### config.mk
export PLATFORM = sky130hd
export DESIGN_NAME = mac_matrix_mem
export DESIGN_NICKNAME = d
export VERILOG_FILES = /design/src/rtl/mac_pkg.sv /design/src/rtl/mac_sp_ram.sv /design/src/rtl/mac_matrix_mem.sv
export SDC_FILE = /design/constraint.sdc
export NUM_CORES = 1
export LEC_CHECK = 0
export CAP_MARGIN = 10
export CORE_ASPECT_RATIO = 1.2
export CORE_MARGIN = 2
export CORE_UTILIZATION = 55
export DETAILED_ROUTE_END_ITERATION = 6
export PLACE_DENSITY = 0.78
export SETUP_SLACK_MARGIN = 0.1
export SKIP_LAST_GASP = 1
export SLEW_MARGIN = 20
export SYNTH_ARGS = -nofsm -noshare
export SYNTH_HDL_FRONTEND = slang
export SYNTH_HIERARCHICAL = 1
export SYNTH_SLANG_ARGS = --single-unit
### constraint.sdc
create_clock -name clk -period 2.87 [get_ports clk]
set_input_delay 0.574 -clock clk [delete_from_list [all_inputs] [get_ports clk]]
set_output_delay 0.574 -clock clk [all_outputs]
set_load 0.03 [all_outputs]
### src/rtl/mac_pkg.sv
// rtl/mac_pkg.sv - shared FSM state type and matrix geometry for the MAC memory side
package mac_pkg;

    typedef enum logic [1:0] {IDLE, CLEAR, COMPUTE, DONE} state_t;

    function automatic int max3(input int a, input int b, input int c);
        int m;
        m = (a > b) ? a : b;
        return (m > c) ? m : c;
    endfunction

    localparam int M       = 4;
    localparam int K       = 4;
    localparam int N       = 4;
    localparam int A_DEPTH = M * K;
    localparam int B_DEPTH = K * N;
    localparam int C_DEPTH = M * N;
    localparam int AW      = $clog2(max3(A_DEPTH, B_DEPTH, C_DEPTH));

endpackage

### src/rtl/mac_sp_ram.sv
// rtl/mac_sp_ram.sv - matrix RAM: sync write, registered read, out-of-range writes dropped / reads give 0
module mac_sp_ram #(
    parameter int DEPTH = 16,
    parameter int WIDTH = 8,
    parameter int AW    = 4
) (
    input  logic             clk,
    input  logic             rstn,
    input  logic             we,
    input  logic [AW-1:0]    waddr,
    input  logic [WIDTH-1:0] wdata,
    input  logic             re,
    input  logic [AW-1:0]    raddr,
    output logic [WIDTH-1:0] rdata
);
    localparam int IW = $clog2(DEPTH);

    logic [WIDTH-1:0] mem [DEPTH];

    always_ff @(posedge clk) begin
        if (we && (32'(waddr) < DEPTH)) begin
            mem[waddr[IW-1:0]] <= wdata;
        end
    end

    // Read samples the array before this edge's write, so a colliding read sees the old word.
    always_ff @(posedge clk or negedge rstn) begin
        if (!rstn) begin
            rdata <= '0;
        end else if (re) begin
            rdata <= (32'(raddr) < DEPTH) ? mem[raddr[IW-1:0]] : '0;
        end
    end

endmodule

### src/rtl/mac_matrix_mem.sv
// rtl/mac_matrix_mem.sv - A/B/C matrix storage, host port and start/clear/compute/done sequencing
module mac_matrix_mem
    import mac_pkg::*;
#(
    parameter int param_M            = 4,
    parameter int param_K            = 4,
    parameter int param_N            = 4,
    parameter int DATA_WIDTH_INITIAL = 8,
    parameter int DATA_WIDTH_FINAL   = 2 * DATA_WIDTH_INITIAL,
    parameter int TIMEOUT_CYCLES     = 1024,
    parameter int AW = $clog2(max3(param_M * param_K, param_K * param_N, param_M * param_N))
) (
    input  logic                          clk,
    input  logic                          rstn,
    input  logic                          host_we,
    input  logic                          host_sel,
    input  logic [AW-1:0]                 host_addr,
    input  logic [DATA_WIDTH_INITIAL-1:0] host_wdata,
    input  logic                          host_start,
    input  logic                          host_rd_en,
    input  logic [AW-1:0]                 host_rd_addr,
    output logic [DATA_WIDTH_FINAL-1:0]   host_rd_data,
    output logic                          host_rd_valid,
    output logic                          busy,
    output logic                          done,
    output logic                          timeout_err,
    output logic                          mac_compute,
    input  logic                          a_b_re,
    input  logic [AW-1:0]                 a_addr,
    input  logic [AW-1:0]                 b_addr,
    output logic [DATA_WIDTH_INITIAL-1:0] a_data,
    output logic [DATA_WIDTH_INITIAL-1:0] b_data,
    input  logic                          c_we,
    input  logic [AW-1:0]                 c_addr,
    input  logic [DATA_WIDTH_FINAL-1:0]   c_data,
    input  logic                          mac_done
);
    localparam int ADEP = param_M * param_K;
    localparam int BDEP = param_K * param_N;
    localparam int CDEP = param_M * param_N;
    localparam int WDW  = $clog2(TIMEOUT_CYCLES + 1);
    localparam logic [WDW-1:0] WD_LAST = WDW'(TIMEOUT_CYCLES - 1);

    state_t         state, state_nxt;
    logic [AW-1:0]  clr_idx;
    logic [WDW-1:0] wd_cnt;
    logic           clr_last, wd_expired;

    assign clr_last   = (clr_idx == AW'(CDEP - 1));
    assign wd_expired = (wd_cnt == WD_LAST);

    always_comb begin
        state_nxt = state;
        case (state)
            IDLE:    if (host_start) state_nxt = CLEAR;
            CLEAR:   if (clr_last) state_nxt = COMPUTE;
            COMPUTE: if (mac_done || wd_expired) state_nxt = DONE;
            DONE:    state_nxt = IDLE;
            default: state_nxt = IDLE;
        endcase
    end

    always_ff @(posedge clk or negedge rstn) begin
        if (!rstn) begin
            state       <= IDLE;
            clr_idx     <= '0;
            wd_cnt      <= '0;
            timeout_err <= 1'b0;
            mac_compute <= 1'b0;
            busy        <= 1'b0;
            done        <= 1'b0;
        end else begin
            state       <= state_nxt;
            mac_compute <= (state_nxt == COMPUTE);
            busy        <= (state_nxt == COMPUTE) || (state_nxt == DONE);
            done        <= (state_nxt == DONE);
            clr_idx     <= (state == CLEAR) ? clr_idx + 1'b1 : '0;
            if (state != COMPUTE) begin
                wd_cnt <= '0;
            end else if (!wd_expired) begin
                wd_cnt <= wd_cnt + 1'b1;
            end
            // A simultaneous mac_done wins over the watchdog and leaves the flag clear.
            if (state == IDLE && host_start) begin
                timeout_err <= 1'b0;
            end else if (state == COMPUTE && wd_expired && !mac_done) begin
                timeout_err <= 1'b1;
            end
        end
    end

    logic in_idle, in_compute, in_clear;
    assign in_idle    = (state == IDLE);
    assign in_compute = (state == COMPUTE);
    assign in_clear   = (state == CLEAR);

    mac_sp_ram #(.DEPTH(ADEP), .WIDTH(DATA_WIDTH_INITIAL), .AW(AW)) u_ram_a (
        .clk   (clk),
        .rstn  (rstn),
        .we    (host_we && !host_sel && in_idle),
        .waddr (host_addr),
        .wdata (host_wdata),
        .re    (a_b_re && in_compute),
        .raddr (a_addr),
        .rdata (a_data)
    );

    mac_sp_ram #(.DEPTH(BDEP), .WIDTH(DATA_WIDTH_INITIAL), .AW(AW)) u_ram_b (
        .clk   (clk),
        .rstn  (rstn),
        .we    (host_we && host_sel && in_idle),
        .waddr (host_addr),
        .wdata (host_wdata),
        .re    (a_b_re && in_compute),
        .raddr (b_addr),
        .rdata (b_data)
    );

    mac_sp_ram #(.DEPTH(CDEP), .WIDTH(DATA_WIDTH_FINAL), .AW(AW)) u_ram_c (
        .clk   (clk),
        .rstn  (rstn),
        .we    (in_clear || (c_we && in_compute)),
        .waddr (in_clear ? clr_idx : c_addr),
        .wdata (in_clear ? '0 : c_data),
        .re    (host_rd_en),
        .raddr (host_rd_addr),
        .rdata (host_rd_data)
    );

    always_ff @(posedge clk or negedge rstn) begin
        if (!rstn) begin
            host_rd_valid <= 1'b0;
        end else begin
            host_rd_valid <= host_rd_en;
        end
    end

endmodule

==> impl_metrics.csv <==
group,metric,value,unit
clocking,postCtsSetupBuffers,0,
synthesis,synth_area,22300,um^2
finish,finalInstanceArea,26000,um^2
power_and_ir_drop,leakage,8.81,nW
critical_path,reg2reg_depth,6,
floorplanning,placementRows,80,
floorplanning,die_h,225,um
timing,hold_slack,0.0467,ns
placed_design,place_congestion,0.785,
global_route,grt_pass1_wl,70.4,mm
route,wl_met1,17.5,mm
synthesis,postSynthCellCount,1059,
timing,max_freq,401,MHz
placed_design,port_buffers,89,
critical_path,crit_path_start_kind,"register",
placed_design,dp.cells,1724,
route,wl_per_cell,25.7,um
finish,n_antenna_cell,0,
route,viasPerCell,6.07,
timing,finalClockSkew,0.0202,ns
clocking,cts_buffers,52,
synthesis,yosysMostFrequentCell,"edfxtp_1",
floorplanning,core_area,39800,um^2
route,route.met2.wl,25.6,mm
critical_path,setup.worst_path.start,"state[0]",
clocking,postCtsResizedCells,0,
synthesis,postSynthAreaPerCell,21.0,um^2
floorplanning,die_w,188,um
placed_design,placed_cell_area,24200,um^2
critical_path,worstSetupEndpoint,"u_ram_c/mem[15][12]",
timing,finalSetupViolCount,0,
clocking,clock_path_buffers,3,
run_status,status,"finished clean",
synthesis,synth_top_cell_area_share,69.0,%
global_route,grt_usage,22.6,%
timing,period_minus_slack,2.49,ns
route,dr_total_vias,11000,
synthesis,synthDistinctLibCells,47,
synthesis,synth_seq_cells,565,
critical_path,r2r_end,"u_ram_c/mem[15][12]",
clocking,cts_tree,"yes",
timing,rsz0062_at_grt,"false",
min_path,hold_class,"in -> async",
clocking,hold_buffers,0,
timing,fin_tns_setup,0,ns
route,antenna_left,0,
power_and_ir_drop,power.density,852,nW/um^2
critical_path,r2r_start,"state[0]",
global_route,grt-ovfl-total,0,
clocking,clk-insertion-delay-late,0.57,ns
timing,post-route-period-util,86.8,%
global_route,antenna_found_initial,0,
timing,worst_pin_slew,0.931,ns
synthesis,yosys.area.top_type,"edfxtp_1",
synthesis,synth_warnings,6,
route,drt_wl_total,46.8,mm
synthesis,async_reset_ff_share,9.38,%
clocking,htreeDepth,2,
finish,syn2layout_area_growth,16.5,%
synthesis,ys_seq_area_share,74.9,%
global_route,grt_max_degree,35,
route,first_pass_iters,5,
finish,final_cells,1819,
critical_path,critPathCaptureType,"register",
critical_path,cp_max_fo,11,
synthesis,ys_top_cells_by_area,"edfxtp_1, mux4_2, dfrtp_1, mux4_1, a221oi_2",
route,drc,0,
clocking,clk_pin_slew,0.06,ns
synthesis,syn-num-nets,1114,
critical_path,worst_ep_arrival_time,2.74,ns
synthesis,synth_common_cells,"edfxtp_1, mux4_2, nor2_1, dfrtp_1, mux2i_1",
floorplanning,dieArea,42200,um^2
route,highest_layer,"met4",
timing,slew_violations,0,
floorplanning,io_pins,90,
clocking,cts_root_buffer,"clkbuf_16",
critical_path,r2r_slack,0.38,ns
critical_path,cp.required,3.12,ns
placed_design,dp_hpwl,30.3,mm
route,dr_wl_met3,2.65,mm
job,maxCapViolCount,0,
timing,hold_violations,0,
power_and_ir_drop,ir_drop,0.556,mV
global_route,grt_pass1_vias,11300,
finish,fin_nets,1300,
finish,drive_above_1_share,27.1,%
synthesis,ys.flop_type,"edfxtp_1",
synthesis,synth-edff-count,512,
timing,slew_headroom,38.0,%
route,drt-initial-drc-count,974,
critical_path,path_class,"reg -> reg",
clocking,clock-sinks,565,
floorplanning,initial_core_util,56.0,%
-- per-layer routing --
metal / vias up / global-route usage, %
met5: - / 0
met1: 5774 / 27.8
li1: 4770 / -
met2: 432 / 41.5
met4: 0 / 6.76
met3: 67 / 3.23
-- state kept, by name, indices dropped and copies added (netlist names) --
register / cells
u_ram_a/mem: 128
u_ram_b/mem: 128
timeout_err: 1
host_rd_valid: 1
u_ram_a/rdata: 8
u_ram_b/rdata: 8
clr_idx: 4
busy: 1
wd_cnt: 11
mac_compute: 1
state: 1
done: 1
u_ram_c/mem: 256
u_ram_c/rdata: 16
-- worst min-delay path by stage --
stage               startpoint           endpoint  depth (start not counted)
finish                    rstn  u_ram_c/rdata[14]                          1
global route              rstn  u_ram_c/rdata[14]                          1
CTS                       rstn  u_ram_c/rdata[14]                          1
detailed placement  clr_idx[0]         clr_idx[0]                          1
global placement    clr_idx[0]         clr_idx[0]                          1
floorplan                 rstn               busy                          0
-- where the power goes --
part           total [mW]  internal, mW  switching (mW)
Clock                7.04          4.12            2.92
Combinational        3.97          1.46            2.51
Sequential           11.1          10.7           0.414
Total                22.1          16.3            5.84
-- through the flow --
stage          setup slack [ns]  utilization (%)  total power [mW]
4_1_cts                   0.347             65.2              22.3
6_report                  0.378             65.2              22.1
2_1_floorplan             0.118                -              13.4
3_3_place_gp              0.201             60.7              15.0
5_1_grt                   0.251             65.2              22.8
3_5_place_dp              0.175             60.7              15.2
-- worst max-delay path: stages (launching register included) --
cell      delay (ns)
dfrtp_1         0.43
nand2b_1        0.42
nand2_1         0.23
nand2_1         0.34
nand2_1         0.23
nor2_1          0.25
buf_4           0.27
-- cell families after synthesis --
logic type               share of synthesized area (%)
AO/OA/AOI/OAI                                     3.69
XOR/XNOR                                         0.196
adder cells (fa/ha/maj)                          0.112
buffers and inverters                             2.25
flip-flops                                        74.9
multiplexers                                      14.8
AND/OR/NAND/NOR                                   4.09
-- cell type report --
class                           instances  area, um^2
Sequential cell                       565       16700
Fill cell                            2630       13900
Multi-Input combinational cell        435        5130
Timing Repair Buffer                  190        1700
Clock buffer                           58        1360
Tap cell                              533         667
Clock inverter                         37         404
Inverter                                1        3.75
-- placed cells by master, fill, tap and decap left out, types with 4 or more instances in the layout --
cell type,instances
clkinv_2,9
nor3_2,4
clkbuf_1,4
nand3b_1,7
and2_1,20
mux2i_1,33
buf_4,96
edfxtp_1,512
mux4_1,20
clkinvlp_4,9
buf_2,4
clkinv_1,9
nor2_1,77
o22ai_1,31
mux4_2,108
dfrtp_1,53
a221oi_2,30
clkbuf_16,53
clkdlybuf4s50_1,84
nand3_1,5
o21ai_0,4
nor3_1,11
nand2b_1,13
buf_12,6
bufinv_16,8
a21oi_1,6
nand2_1,20
nor2_2,6
Note: power is estimated with default switching activity, not from simulation.
